--- src/rtl/booth_iter_counter.sv ---
// Iteration counter and sequencing FSM for the Booth multiplier datapath.
// Optional radix-4 step (2 per decrement) enabled by defining BOOTH_CNT_RADIX4_EN.
//
// state | meaning
// ------+--------------------------------------------------------------
// IDLE  | waiting for start; count holds, decr ignored
// RUN   | counting down by step on each decr
// DONE  | one-cycle completion pulse; start here reloads back-to-back
module booth_iter_counter #(
   parameter int COUNT_WIDTH  = 5,
   parameter int DEFAULT_LOAD = 16
) (
   input  logic                   clk,
   input  logic                   reset_n,
   input  logic                   start,
   input  logic [COUNT_WIDTH-1:0] load_val,
   input  logic                   decr,
   input  logic                   abort,
`ifdef BOOTH_CNT_RADIX4_EN
   input  logic                   radix4,
`endif
   output logic [COUNT_WIDTH-1:0] count_out,
   output logic                   busy,
   output logic                   last,
   output logic                   done
);

   typedef enum logic [1:0] {
      IDLE = 2'd0,
      RUN  = 2'd1,
      DONE = 2'd2
   } state_t;

   state_t                 state_q, state_d;
   logic [COUNT_WIDTH-1:0] count_q, count_d;
   logic [1:0]             step_q, step_d;
   logic [COUNT_WIDTH-1:0] step_ext;
   logic [COUNT_WIDTH-1:0] load_cnt;
   logic                   radix4_sel;

`ifdef BOOTH_CNT_RADIX4_EN
   assign radix4_sel = radix4;
`else
   assign radix4_sel = 1'b0;
`endif

   assign step_ext = COUNT_WIDTH'(step_q);
   assign load_cnt = (load_val == '0) ? COUNT_WIDTH'(DEFAULT_LOAD) : load_val;

   always_ff @(posedge clk or negedge reset_n) begin
      if (!reset_n) begin
         state_q <= IDLE;
         count_q <= '0;
         step_q  <= 2'd1;
      end else begin
         state_q <= state_d;
         count_q <= count_d;
         step_q  <= step_d;
      end
   end

   always_comb begin
      state_d = state_q;
      count_d = count_q;
      step_d  = step_q;
      if (abort) begin
         state_d = IDLE;
         count_d = '0;
      end else begin
         unique case (state_q)
            IDLE, DONE: begin
               state_d = IDLE;
               if (start) begin
                  state_d = RUN;
                  count_d = load_cnt;
                  step_d  = radix4_sel ? 2'd2 : 2'd1;
               end
            end
            RUN: begin
               if (decr) begin
                  // Saturate at zero so odd counts with a step of 2 never wrap.
                  if (count_q > step_ext) begin
                     count_d = count_q - step_ext;
                  end else begin
                     count_d = '0;
                     state_d = DONE;
                  end
               end
            end
            default: begin
               state_d = IDLE;
               count_d = '0;
            end
         endcase
      end
   end

   assign count_out = count_q;
   assign busy      = (state_q == RUN);
   assign done      = (state_q == DONE);
   assign last      = busy && (count_q <= step_ext);

endmodule

--- config.mk ---
export PLATFORM = sky130hd
export DESIGN_NAME = booth_iter_counter
export DESIGN_NICKNAME = d
export VERILOG_FILES = /design/src/rtl/booth_iter_counter.sv
export SDC_FILE = /design/constraint.sdc
export NUM_CORES = 1
export LEC_CHECK = 0
export ABC_AREA = 1
export CAP_MARGIN = 30
export CORE_AREA = 2 2 39 41
export CTS_CLUSTER_SIZE = 20
export DETAILED_ROUTE_END_ITERATION = 12
export DIE_AREA = 0 0 41 43
export PLACE_DENSITY = 0.74
export SLEW_MARGIN = 30
export SYNTH_ARGS = -nofsm -noshare
export SYNTH_HDL_FRONTEND = slang
export SYNTH_SLANG_ARGS = --single-unit
--- constraint.sdc ---
create_clock -name clk -period 1.4 [get_ports clk]
set_input_delay 0.14 -clock clk [delete_from_list [all_inputs] [get_ports clk]]
set_output_delay 0.14 -clock clk [all_outputs]
set_load 0.02 [all_outputs]
== After elaboration in Yosys (flattened, before gate mapping) ==
Cells that the tools add are included.
W data, S select, Z words.

* Latch bits: 0
* Register bits after elaboration: 7
* Bits in writable memories: 0
* Word-level logic and storage cells: 27
* Memory bits (read-only): 0
* Memories kept: 0
* Output and inout bits: 8

* Reductions and logical operators: 6
* $lt $le $gt $ge: 2
* Shifts and indexed selects: 0
* Equal/unequal tests: 5
* Muxes and demuxes: 11
* Multiply operators: 0
* Add/subtract/negate cells: 1
* Bitwise operators: 0
* Div/mod/pow operators: 0

{| class="wikitable"
|+ Operators by type and width
! operator !! count
|-
| $mux W5 || 5
|-
| $pmux W5 S2 || 1
|-
| $ne A3 B3 Y1 const B || 3
|-
| $mux W2 || 3
|-
| $gt A5 B1 Y1 const B || 1
|-
| $le A5 B1 Y1 const B || 1
|-
| $logic_not A5 Y1 || 1
|-
| $sub A5 B1 Y5 const B || 1
|-
| $pmux W2 S2 || 1
|-
| $reduce_and A2 Y1 || 2
|-
| $eq A2 B1 Y1 const B || 1
|-
| $eq A2 B2 Y1 const B || 1
|-
| $logic_not A2 Y1 || 1
|-
| $reduce_or A2 Y1 || 1
|-
| $logic_and A1 B1 Y1 || 1
|-
| $mux W1 || 1
|}

== Depth between registers and ports, before layout ==
* Word-level depth: 5
* Gate-level depth with buffers: 9
* Mapped depth without buffers: 9

== Worst setup path after synthesis ==
No wires, ideal clock.

* Path type: reg-to-output
* Start: register count_q[1] (netlist: count_out[1])
* End: output port last
* Cell stages (with the launch flop): 6
* Data arrival time: 1247 ps
* Buffers on the path: 0
* Setup slack: 13 ps
* Cell sequence: dfrtp_1 -> inv_1 -> ha_1 -> o21bai_1 -> nand2_1 -> nor2_1

* Cells in the longest elaborated chain, start to end: 2

{| class="wikitable"
|+ RTL lines
! element !! line !! source
|-
| start: declaration || 35 || <nowiki>logic [COUNT_WIDTH-1:0] count_q, count_d;</nowiki>
|-
| start signal: assignment || 57 || <nowiki>count_q <= count_d;</nowiki>
|-
| $le A5 B1 Y1 || 101 || <nowiki>assign last = busy && (count_q <= step_ext);</nowiki>
|-
| $logic_and A1 B1 Y1 || 101 ||
|-
| end: declaration || 24 || <nowiki>output logic last,</nowiki>
|}

No other way between the ends.

== Worst setup path in the final report ==
* Start: register count_q[0] (netlist: count_out[0])
* End: output port last

The elaborated chain is that of the path after synthesis.

==> impl_metrics.toml <==
[grt]
grt_max_degree = 8
overflow = 0
antenna_found_initial = 0
grt_pass1_wl_mm = 1.973
track_usage_pct = 16.77
grt_pass1_vias = 540

[run_status]
failed_checks = "setup timing"
outcome = "finished, violations left"

[clocking]
root_buffer = "clkbuf_4"
post_cts_buffers = 0
clock-sinks = 7
cts_tree = "yes"
clk_path_buf_depth = 2
cts_buffers = 3
clk_pin_slew_ns = 0.05
ctsHoldBuffers = 0
insertion_delay_ns = 0.25
h-tree-depth = 1

[timing]
timing.final.ws_setup_ns = -0.005974
finClkSkew_ns = 0.001712
slew_violations = 0
finalCritPeriodShare_pct = 100.4
rsz0062_at_grt = "yes"
worst_pin_slew_ns = 0.3079
max_freq_ghz = 0.7113
hold_viol_final = 0
setup_viol = 1
min_period_ns = 1.406
slew_headroom_pct = 79.28

[floorplan]
rows = 14
die_area_um2 = 1763
die_w_um = 41
core_area_um2 = 1384
initial_utilization_pct = 36.80
pin_count = 18
die_y_um = 43

[cells_and_area]
antenna_cells = 0
areaGrowthSynthToFinish_pct = 67.08
nets = 125
drive_gt1_share_pct = 25.00
utilization_pct = 61.48

[drt]
wl_mm = 1.283
ant_nets = 0
post_drt_wl_per_cell_um = 10.02
first_pass_iters = 4
drt_iter0_markers = 2
route.detailed.drc = 0
vias = 601
viasPerCell = 4.695

[job]
max_cap_viol_count = 0

[worst_setup_path]
cp_max_fo = 4
cp-start-kind = "register"
crit_type = "register to output pin"
end_kind = "output pin"
cp_data_arrival_time_ns = 1.27
rr_worst_depth = 8
worstPathRequired_ns = 1.26

[yosys]
synth_top_area_share_pct = 34.40
yosysUniqueCellTypes = 16
synth_area_leaders = "dfrtp_1 34%, nand2_1 25%, inv_1 6.6%, nand3_1 5.9%, nor2_1 5.9%"
syn-mean-instance-area_um2 = 6.613
netlist_instances = 77
synth_warnings = 0
synth_top_area_cell = "dfrtp_1"
synth_seq_cells = 7
synth.yosys.seq_area_share_pct = 34.40
syn-cell-area_um2 = 509.2
synth_nets = 89

[place]
post-place-ws_ns = -0.1861
io_buffers = 17
dp_hpwl_mm = 1.106
gp_congestion = 0.8094

[hold_path]
min_path_type = "primary input to async pin"

[power_and_ir_drop]
leakage_uw = 0.0004731
power-per-cell-area_nw_per_um2 = 1105
irDropWorstVdd_uv = 757.3
## sequential cells by signal, summed over array words and instances, names as in the netlist
register and flops:
count_out 5, state_q 2
## synthesized netlist by cell type
master	count
dfrtp_1	7
o21bai_1	1
nand2_1	34
or2_4	1
xor2_1	1
o21ai_4	1
nor2_1	8
nor2_4	1
nor4_1	1
ha_1	2
nand3_1	6
a21o_1	1
inv_1	9
o21ai_0	2
nand2_2	1
nor3_1	1
## kinds of logic (layout without fill, tap and decap cells)
family                   after synthesis  in the layout  synth area share (%)
AO/OA/AOI/OAI                          5              5                 8.110
AND/OR/NAND/NOR                       53             53                 44.23
XOR/XNOR                               1              1                 1.720
flip-flops                             7              7                 34.40
buffers and inverters                  9             44                 6.633
adder cells (fa/ha/maj)                2              2                 4.913
## final timing paths
path / start / end / slack (ns)
hold / removal: reset_n / count_out[3]$_DFFE_PN0P_ / 0.14
min in group clk: decr / state_q[1]$_DFFE_PN0P_ / 0.47
max in group asynchronous: reset_n / count_out[0]$_DFFE_PN0P_ / 1.01
setup / recovery: count_out[0]$_DFFE_PN0P_ / last / -0.006
hold reg to reg: count_out[4]$_DFFE_PN0P_ / count_out[4]$_DFFE_PN0P_ / 0.63
setup reg to reg: count_out[0]$_DFFE_PN0P_ / count_out[0]$_DFFE_PN0P_ / 0.12
## critical path: stages (launching register included)
cell and delay (ns):
dfrtp_2 0.43, ha_4 0.16, o21bai_1 0.14, nand2_1 0.08
nor2_1 0.05, buf_4 0.15
## layout make-up
cell class,instances,area [um^2]
Clock buffer,4,26.28
Fill cell,138,533.0
Inverter,9,33.78
Multi-Input combinational cell,61,330.3
Sequential cell,7,176.4
Tap cell,16,20.02
Timing Repair Buffer,31,264.0
## cell usage in the layout (no fill, tap or decap)
cell type / netlist / layout
a21o_1: 1 / 1
buf_4: 0 / 15
clkbuf_1: 0 / 1
clkbuf_4: 0 / 3
clkdlybuf4s50_1: 0 / 9
dfrtp_1: 7 / 6
dfrtp_2: 0 / 1
dlygate4sd2_1: 0 / 7
ha_4: 0 / 2
inv_1: 9 / 7
inv_2: 0 / 2
nand2_1: 34 / 34
nand2_2: 1 / 1
nand3_1: 6 / 6
nor2_1: 8 / 8
nor2_4: 1 / 1
nor3_2: 0 / 1
nor4_1: 1 / 1
o21ai_0: 2 / 2
o21ai_4: 1 / 1
o21bai_1: 1 / 1
or2_4: 1 / 1
xor2_1: 1 / 1
## routing by layer
| metal | up-vias | wire length (um) | part of all wire, % | GRT usage [%] |
|---|---|---|---|---|
| li1 | 309 | - | - | - |
| met1 | 275 | 509 | 40 | 16.72 |
| met2 | 17 | 690 | 54 | 30.00 |
| met3 | 0 | 83 | 6.5 | 6.806 |
| met4 | 0 | 0 | 0 | 4.000 |
| met5 | - | 0 | 0 | 0 |
## through the flow
stage / power (uW) / instance area, um^2 / setup TNS [ns] / cells / hold slack, ns
finish: 939.9 / 850.8 / -0.005974 / 128 / 0.1381
floorplan: 508.9 / 509.2 / 0 / 77 / -0.1556
CTS: 925.4 / 817.0 / -0.03836 / 128 / 0.1362
global route: 1017 / 850.8 / -0.08239 / 128 / 0.1649
global placement: 744.9 / 804.5 / -0.1871 / 124 / 0.4112
detailed placement: 760.5 / 804.5 / -0.1861 / 124 / 0.4139
## repair_timing
action                                  CTS  global route
cloned                                    0             0
endpoints found under the setup margin    8             6
pin swaps                                 0             3
hold endpoints to repair                  0             0
resized for setup                        11             9
## where the power goes
part / total, uW / switching, uW / internal, uW
Sequential: 259 / 26.1 / 233
Combinational: 498 / 262 / 237
Clock: 182 / 73.5 / 109
Total: 940 / 361 / 579
Power figures use the tool's default switching activity.
